$ cat config.mk
export PLATFORM = sky130hd
export DESIGN_NAME = fetch_sequencer
export DESIGN_NICKNAME = d
export VERILOG_FILES = /design/src/rtl/fetch_sequencer.sv
export SDC_FILE = /design/constraint.sdc
export NUM_CORES = 1
export LEC_CHECK = 0
export BUFFER_PORTS_ARGS = -buffer_cell sky130_fd_sc_hd__buf_4
export CAP_MARGIN = 20
export CORE_ASPECT_RATIO = 1.25
export CORE_MARGIN = 2
export CORE_UTILIZATION = 45
export CTS_CLUSTER_DIAMETER = 50
export CTS_CLUSTER_SIZE = 24
export DETAILED_ROUTE_END_ITERATION = 10
export PLACE_DENSITY = 0.71
export SKIP_LAST_GASP = 1
export SLEW_MARGIN = 10
export SYNTH_ARGS = -nofsm -noshare
export SYNTH_HDL_FRONTEND = slang
export SYNTH_SLANG_ARGS = --single-unit
export TNS_END_PERCENT = 100
$ cat constraint.sdc
create_clock -name clk -period 2.7 [get_ports clk]
set_input_delay 0.27 -clock clk [delete_from_list [all_inputs] [get_ports clk]]
set_output_delay 0.27 -clock clk [all_outputs]
set_load 0.02 [all_outputs]
$ cat src/rtl/fetch_sequencer.sv
// Instruction-fetch sequencer: owns the program counter, drives the word address into a
// combinational instruction memory, and registers each fetched word into a one-entry slot
// offered to decode over a valid/ready handshake. Handles stalls, redirects and halt words.
// Optional macro FETCH_BOUNDS_CHECK_EN: out-of-range fetches raise a sticky fetch_fault and
// halt, instead of wrapping the fetch address modulo the memory depth.
module fetch_sequencer #(
  parameter logic [31:0] RESET_PC  = 32'h0000_0000,
  parameter int unsigned IMEM_AW   = 2,
  parameter logic [31:0] HALT_WORD = 32'hFFFF_FFFF
) (
  input  logic               clk,
  input  logic               rst_n,
  input  logic               start,
  output logic [IMEM_AW-1:0] imem_addr,
  input  logic [31:0]        imem_data,
  input  logic               redirect_valid,
  input  logic [31:0]        redirect_pc,
  output logic               inst_valid,
  input  logic               inst_ready,
  output logic [31:0]        inst,
  output logic [31:0]        inst_pc,
  output logic               halted,
  output logic [31:0]        fetch_count,
  output logic               fetch_fault
);

  typedef enum logic [1:0] {StIdle, StFetch, StHalt} state_e;

  state_e      state_q, state_d;
  logic [31:0] pc_q, pc_d;
  logic        inst_valid_q, inst_valid_d;
  logic [31:0] inst_q, inst_d;
  logic [31:0] inst_pc_q, inst_pc_d;
  logic        halted_q, halted_d;
  logic [31:0] fetch_count_q, fetch_count_d;
  logic        fault_q, fault_d;

  logic transfer, slot_free, out_of_range, can_resume;

  assign transfer  = inst_valid_q & inst_ready;
  assign slot_free = ~inst_valid_q | inst_ready;

`ifdef FETCH_BOUNDS_CHECK_EN
  assign out_of_range = (pc_q[31:IMEM_AW+2] != '0);
  assign can_resume   = ~fault_q;
`else
  assign out_of_range = 1'b0;
  assign can_resume   = 1'b1;
`endif

  // Next-state: handshake drain, then per-state fetch control (redirect beats capture/halt).
  always_comb begin
    state_d       = state_q;
    pc_d          = pc_q;
    inst_valid_d  = inst_valid_q;
    inst_d        = inst_q;
    inst_pc_d     = inst_pc_q;
    halted_d      = halted_q;
    fetch_count_d = fetch_count_q;
    fault_d       = fault_q;

    if (transfer) begin
      inst_valid_d  = 1'b0;
      fetch_count_d = fetch_count_q + 32'd1;
    end

    unique case (state_q)
      StIdle: begin
        if (start) state_d = StFetch;
      end
      StFetch: begin
        if (redirect_valid) begin
          pc_d         = {redirect_pc[31:2], 2'b00};
          inst_valid_d = 1'b0;
        end else if (slot_free) begin
          if (out_of_range) begin
            fault_d  = 1'b1;
            state_d  = StHalt;
            halted_d = 1'b1;
          end else if (imem_data == HALT_WORD) begin
            // Halt word is never issued; pc stays on it so resume continues past it.
            state_d  = StHalt;
            halted_d = 1'b1;
          end else begin
            inst_d       = imem_data;
            inst_pc_d    = pc_q;
            inst_valid_d = 1'b1;
            pc_d         = pc_q + 32'd4;
          end
        end
      end
      StHalt: begin
        if (start && can_resume) begin
          state_d  = StFetch;
          pc_d     = pc_q + 32'd4;
          halted_d = 1'b0;
        end
      end
      default: state_d = StIdle;
    endcase
  end

  // State registers with asynchronous active-low reset.
  always_ff @(posedge clk or negedge rst_n) begin
    if (!rst_n) begin
      state_q       <= StIdle;
      pc_q          <= RESET_PC;
      inst_valid_q  <= 1'b0;
      inst_q        <= 32'd0;
      inst_pc_q     <= 32'd0;
      halted_q      <= 1'b0;
      fetch_count_q <= 32'd0;
      fault_q       <= 1'b0;
    end else begin
      state_q       <= state_d;
      pc_q          <= pc_d;
      inst_valid_q  <= inst_valid_d;
      inst_q        <= inst_d;
      inst_pc_q     <= inst_pc_d;
      halted_q      <= halted_d;
      fetch_count_q <= fetch_count_d;
      fault_q       <= fault_d;
    end
  end

  assign imem_addr   = pc_q[IMEM_AW+1:2];
  assign inst_valid  = inst_valid_q;
  assign inst        = inst_q;
  assign inst_pc     = inst_pc_q;
  assign halted      = halted_q;
  assign fetch_count = fetch_count_q;
`ifdef FETCH_BOUNDS_CHECK_EN
  assign fetch_fault = fault_q;
`else
  assign fetch_fault = 1'b0;
`endif

endmodule

==> summary.md, run 1 <==
| Metric | Value |
|---|---|
| Status | `finished clean` |
| Vias per inst | `about 5.3` |
| DR WL/cell | `16.28 um` |
| Crit path to | `pc_q[26]` |
| Area contributors post-synth | `dfrtp_1 (54%), mux2_2 (11%), a21oi_1 (4.0%)` |
| Latest clock arrival within the worst-skew pair | `between 400 and 500 ps` |
| Data arrival time of the critical path | `between 2000 and 3000 ps` |
| Prevailing post-synth register cell | `dfrtp_1` |
| Yosys reg bits | `128` |
| Seq pwr share | `0.394` |
| Sequential-to-total area share from yosys stat | `0.5438` |
| Crit Path Category | `register to register` |
| Die height | `roughly 130 um` |
| Initial antenna violation count | `1` |
| Fill cell count | `1047` |
| Fmax | `about 0.43 GHz` |
| Maximum vdd ir drop | `0.4241 mV` |
| WL final | `14260 um` |
| Worst clock skew | `12.11 ps` |
| Power Total | `about 6.6 mW` |
| R2r setup slk | `between 300 and 400 ps` |
| Async SR Flop Fraction | `1.000` |
| Max_slew headroom | `0.5753` |
| Net Sw Frac | `0.3012` |
| Critical Path Fanout Max | `7` |
| Synth-to-layout area growth | `34.86%` |
| Synth area leader | `dfrtp_1` |
| P_sw | `~2.0 mW` |
| Mapped Cells | `between 500 and 600` |
| Via count | `~4700` |
| Post-DRT Antenna Nets | `0` |
| Hold-fix buffers, CTS | `1` |
| DIE WIDTH | `106.3 um` |
| Vias in the first global route | `4666` |
| Final Max Slew Viols | `0` |
| Critical Path RT | `about 3000 ps` |
| Yosys warning total | `0` |
| # DRC | `0` |
| GP Congestion | `0.8121` |
| First-pass DRT Iterations | `5` |
| TritonCTS clock tree | `built` |
| Period utilization | `0.8548` |
| Inserted Clock Buffers | `17` |
| Number of I/O pins | `170` |
| Setup total negative slack | `0 ps` |
| Initial drt markers | `roughly 210` |
| R2R depth | `6` |
| Remaining global-route overflow | `0` |
| Worst r2r dst | `pc_q[26]` |
| H-tree Lvls | `4` |
| Int Pwr | `between 4 and 5 mW` |
| Setup Buffers After CTS | `0` |
| Initial Util | `0.4631` |
| Hold Vio Cnt, Final | `0` |
| Clock Sinks | `128` |
| Number of port buffers | `164` |
| Fin crit period | `roughly 2300 ps` |
| Clock root cell | `clkbuf_16` |
| Part of the power in combinational logic | `0.255` |
| # setup viols final | `0` |
| Maximum buffer depth of the clock tree | `2` |
| All-layer global routing usage | `0.2121` |
| Largest net degree at the start of global routing | `63` |
| Worst-margin pin slew | `approximately 630 ps` |
| Startpoint types | `register` |
| Post-cts gate resize count | `0` |
| CP Launch Point | `pc_q[2]` |
| Max-cap violations | `0` |
| Top cell type's share of synthesized area | `0.5438` |
| Clock power share | `0.351` |
| Number of synthesized flops with an enable pin | `0` |
| First-pass GRT wire length | `23550 um` |
| CP endpoint kind | `register` |
| RSZ-0062 raised after global routing | `no` |
| Syn Area/Cell | `11.11 um2` |
| Die area | `~14000 um2` |
| Reg clk slew, reported paths | `50 ps` |
| Final Net Count | `769` |
| Leak | `between 3 and 4 nW` |
| Layout cells sized above 1 | `0.3842` |
| Cell row count | `46` |
| Worst R2R Start | `pc_q[2]` |
| Core Box Area | `12720 um2` |
| Yosys cell types | `just over 50` |
| Pwr dens | `833.2 nW/um2` |
| HP Class | `input pin to register` |
| Diode count | `0` |
| Synthesized area | `around 5900 um2` |
| DP Wirelength | `roughly 10000 um` |
[worst max-delay path, cell delays in order, from the launching register on]
cell and delay, ps:
dfrtp_1 450, ha_1 270, nand4_1 210, or3_1 470, or2_2 380, o41ai_1 320
a21o_1 160
[worst min-delay path by stage]
| stage | startpoint | end | slack (ps) | cells after the start |
|---|---|---|---|---|
| detailed placement | rst_n | inst[28] | 310 | 1 |
| floorplan | rst_n | fetch_count[0] | -30 | 0 |
| CTS | start | state_q[1] | 50 | 2 |
| global placement | rst_n | inst[29] | 300 | 1 |
| finish | start | state_q[1] | 50 | 2 |
| global route | start | state_q[1] | 50 | 2 |
[cells by family (layout without fill, tap and decap cells)]
kind of cell,after synthesis,count (layout),synth area share
adder cells (fa/ha/maj),2,2,0.004247
AO/OA/AOI/OAI,112,112,0.1143
XOR/XNOR,31,31,0.04609
buffers and inverters,38,214,0.03016
flip-flops,128,128,0.5438
other,1,3,0.0006366
AND/OR/NAND/NOR,154,154,0.1387
multiplexers,64,64,0.1221
[metrics by stage]
step	setup WS, ps	cells	utilization	area [um2]	hold slack, ps
2_1_floorplan	629.9	532	-	5898	-25.59
3_3_place_gp	455.5	846	0.5780	7352	304.7
3_5_place_dp	375.1	846	0.5780	7352	310.3
4_1_cts	379.7	876	0.6245	7944	47.33
5_1_grt	262.3	876	0.6245	7944	50.08
6_report	392.0	876	0.6245	7944	54.37
[layer usage]
layer,GRT usage,routed length (um),up-vias
li1,-,-,2245
met1,0.2645,5853,2281
met2,0.3433,7339,131
met3,0.06871,883,14
met4,0.08041,170,2
met5,0,12,-
[synthesized netlist by cell type (2+ instances only)]
cell type,n
mux2_1,3
xor2_1,17
and4_1,4
ha_1,2
nand4_1,16
a21oi_1,47
mux2_2,60
and2_1,3
inv_1,10
nand2b_1,5
o41ai_1,2
xnor2_1,14
and3_1,8
nor2_1,20
nand3_1,24
clkbuf_1,12
a31o_2,2
buf_4,5
o21a_1,2
nor3_1,9
or3_1,3
a22oi_1,2
o22ai_1,10
or4_1,3
nor2b_1,5
a22o_1,3
or2_2,3
nor4_1,5
nand4_2,2
nand2_1,39
buf_2,7
dfrtp_1,128
a31oi_1,2
buf_1,3
a21boi_0,2
o31ai_1,8
o21ai_0,26
[layout make-up]
type	instances	area, um2	area share
Multi-Input combinational cell	366	2545	0.3204
Timing Repair Buffer	175	1366	0.1720
Sequential cell	128	3203	0.4032
Clock buffer	22	444.2	0.05591
Tap cell	168	210.2	0.02646
Inverter	10	37.54	0.004725
Clock inverter	7	137.6	0.01733
[flip-flops by register name, summed over array words and instances (netlist names)]
register and count:
pc_q 30, inst_valid 1, fetch_count 32, state_q 2, inst 32, inst_pc 30
halted 1
[power groups by stage]
stage	clock, mW	combinational, mW	sequential (mW)
finish	2.32	1.69	2.61
global route	2.45	1.82	2.67
CTS	2.36	1.71	2.61
detailed placement	0	1.70	2.64
global placement	0	1.67	2.62
floorplan	0	0.598	2.93
[layout by cell type, fill, tap and decap left out, drive strengths merged, types with 3 or more instances in the layout]
master and instances:
buf 174, dfrtp 128, mux2 63, a21oi 47
nand2 39, o21ai 26, nand3 24, clkbuf 22
nor2 20, nand4 18, xor2 17, xnor2 14
inv 10, o22ai 10, nor3 9, and3 8
o31ai 8, nor2b 5, nor4 5, nand2b 5
and4 5, bufinv 4, and2 4, or3 4
or4 4, or2 3, a22o 3, conb 3
No activity file was read; power rests on OpenSTA's default activity.
==> inputs of run 2 (changes only) <==
--- a/config.mk
+++ b/config.mk
@@ -10,6 +10,7 @@
 export CORE_ASPECT_RATIO = 1.25
 export CORE_MARGIN = 2
 export CORE_UTILIZATION = 45
+export CTS_BUF_LIST = sky130_fd_sc_hd__clkbuf_8
 export CTS_CLUSTER_DIAMETER = 50
 export CTS_CLUSTER_SIZE = 24
 export DETAILED_ROUTE_END_ITERATION = 10
==> constraint.sdc (replaced) <==
create_clock -name clk -period 2.3 [get_ports clk]
set_input_delay 0.23 -clock clk [delete_from_list [all_inputs] [get_ports clk]]
set_output_delay 0.23 -clock clk [all_outputs]
set_load 0.02 [all_outputs]
==> summary.md, run 2 (synthesis gave the netlist of run 1 again) <==
| Metric | Value |
|---|---|
| Status | `finished clean` |
| Maximum buffer depth of the clock tree | `2` |
| # DRC | `0` |
| Crit-path cells | `nand4_2 -> or4_4 -> or2_2 -> o41ai_1 -> a21o_1` |
| Number of port buffers | `between 150 and 200` |
| Multi-input gate area | `roughly 2500 um2` |
| Max_slew headroom | `0.5823` |
| Pwr dens | `906.7 nW/um2` |
| Number of I/O pins | `170` |
| Layout cells sized above 1 | `0.3989` |
| Synth-to-layout area growth | `34.71%` |
| Diode count | `0` |
| HP Class | `input pin to register` |
| Most frequent standard cell in the layout excluding fill and tap cells | `buf_4` |
| Clock root cell | `clkbuf_8` |
| Post-cts gate resize count | `0` |
| Final Max Slew Viols | `0` |
| Cell row count | `46` |
| Cell family with most CP delay | `simple AND/OR/NAND/NOR gates` |
| Die area | `approximately 14000 um2` |
| Inserted Clock Buffers | `17` |
| Reg clk slew, reported paths | `approximately 70 ps` |
| Initial drt markers | `~240` |
| CP Buf/Inv Count | `0` |
| Worst hold slack | `between 20 and 25 ps` |
| Fill cell count | `1053` |
| CP max stage delay | `between 600 and 700 ps` |
| H-tree Lvls | `4` |
| Largest net degree at the start of global routing | `63` |
| Reg area | `between 3000 and 4000 um2` |
| Final Net Count | `a little under 800` |
| Setup Buffers After CTS | `0` |
| Startpoint types | `register` |
| Initial antenna violation count | `0` |
| Data arrival time of the critical path | `about 2500 ps` |
| Leak | `between 3 and 4 nW` |
| Setup total negative slack | `0 ps` |
| Clock Sinks | `128` |
| Fmax | `0.4641 GHz` |
| Worst clock skew | `9.079 ps` |
| Vias in the first global route | `between 4000 and 5000` |
| Hold-fix buffers, CTS | `7` |
| Die height | `approximately 130 um` |
| Crit Path Category | `register to register` |
| Max-cap violations | `0` |
| Post-DRT Antenna Nets | `0` |
| DP Wirelength | `~10000 um` |
| DIE WIDTH | `about 110 um` |
| First-pass GRT wire length | `roughly 24000 um` |
| Initial Util | `0.4631` |
| Remaining global-route overflow | `0` |
| Period utilization | `0.9367` |
| Latest clock arrival within the worst-skew pair | `about 450 ps` |
| CP max stage cell | `or4_4` |
| Commonest cells after routing, fill and taps aside | `buf_4 (180), dfrtp_1 (128), mux2_2 (60)` |
| Hold Vio Cnt, Final | `0` |
| Maximum vdd ir drop | `~0.62 mV` |
| RSZ-0062 raised after global routing | `no` |
| GP Congestion | `a little over 0.8` |
| DR WL/cell | `around 16 um` |
| Core Box Area | `12720 um2` |
| TritonCTS clock tree | `built` |
| CP endpoint kind | `register` |
| # setup viols final | `0` |
| Via count | `between 4000 and 5000` |
| Worst-margin pin slew | `~620 ps` |
| Critical Path Fanout Max | `12` |
| WL final | `about 14000 um` |
| Vias per inst | `about 5.3` |
| Critical Path RT | `2690 ps` |
| Fin crit period | `approximately 2200 ps` |
| First-pass DRT Iterations | `4` |
| All-layer global routing usage | `0.2147` |
## run 2: cell types whose count changed in the layout (fill, tap and decap cells not counted), sizes merged
cell | previous run | this run
buf | 174 | 184
clkbuf | 22 | 18
clkinv | 2 | 8
clkinvlp | 1 | 2
dlygate4sd3 | 1 | 7
## run 2: worst register-to-register path, stage by stage, from the launching register on
cell and delay [ps]:
dfrtp_1 490, nand4_2 150, or4_4 640, or2_2 350
o41ai_1 320, a21o_1 160
## run 2: layout make-up
type | count | area share
Tap cell | 168 | 0.02649
Multi-Input combinational cell | 366 | 0.3207
Timing Repair Buffer | 191 | 0.1892
Clock buffer | 18 | 0.03122
Sequential cell | 128 | 0.4037
Inverter | 10 | 0.004730
Clock inverter | 14 | 0.02397
## run 2: report_power, final
group          internal, mW  switching (mW)  total [mW]
Combinational         0.976            1.06        2.04
Sequential             2.69           0.355        3.04
Clock                  1.21           0.909        2.11
Total                  4.87            2.32        7.19
## run 2: routing by layer
metal  GRT usage  vias to the layer above  wire (um)
li1            -                     2284          -
met1      0.2549                     2346       5869
met2      0.3643                      138       7428
met3     0.07118                       17        891
met4     0.07310                        0        212
met5           0                        -          0
## run 2: path summary, 6_finish.rpt
kind                                 start              end  slack (ps)  depth (start not counted)
setup / recovery                  pc_q[13]         pc_q[26]         150                          5
hold / removal              redirect_valid       inst_valid          20                          2
setup reg to reg                  pc_q[13]         pc_q[26]         150                          5
hold reg to reg            fetch_count[31]  fetch_count[31]         470                          1
max in group asynchronous            rst_n         pc_q[31]        1310                          3
min in group asynchronous            rst_n         inst[28]         260                          2
## run 2: per-stage QoR
step / util / total power [mW] / instance area [um2] / cells / setup WS [ps]
5_1_grt: 0.6238 / 7.574 / 7935 / 895 / 8.875
6_report: 0.6238 / 7.195 / 7935 / 895 / 145.5
4_1_cts: 0.6238 / 7.279 / 7935 / 895 / 169.0
2_1_floorplan: - / 4.147 / 5898 / 532 / 229.9
3_3_place_gp: 0.5839 / 5.064 / 7427 / 856 / 210.5
3_5_place_dp: 0.5839 / 5.131 / 7427 / 856 / 168.2
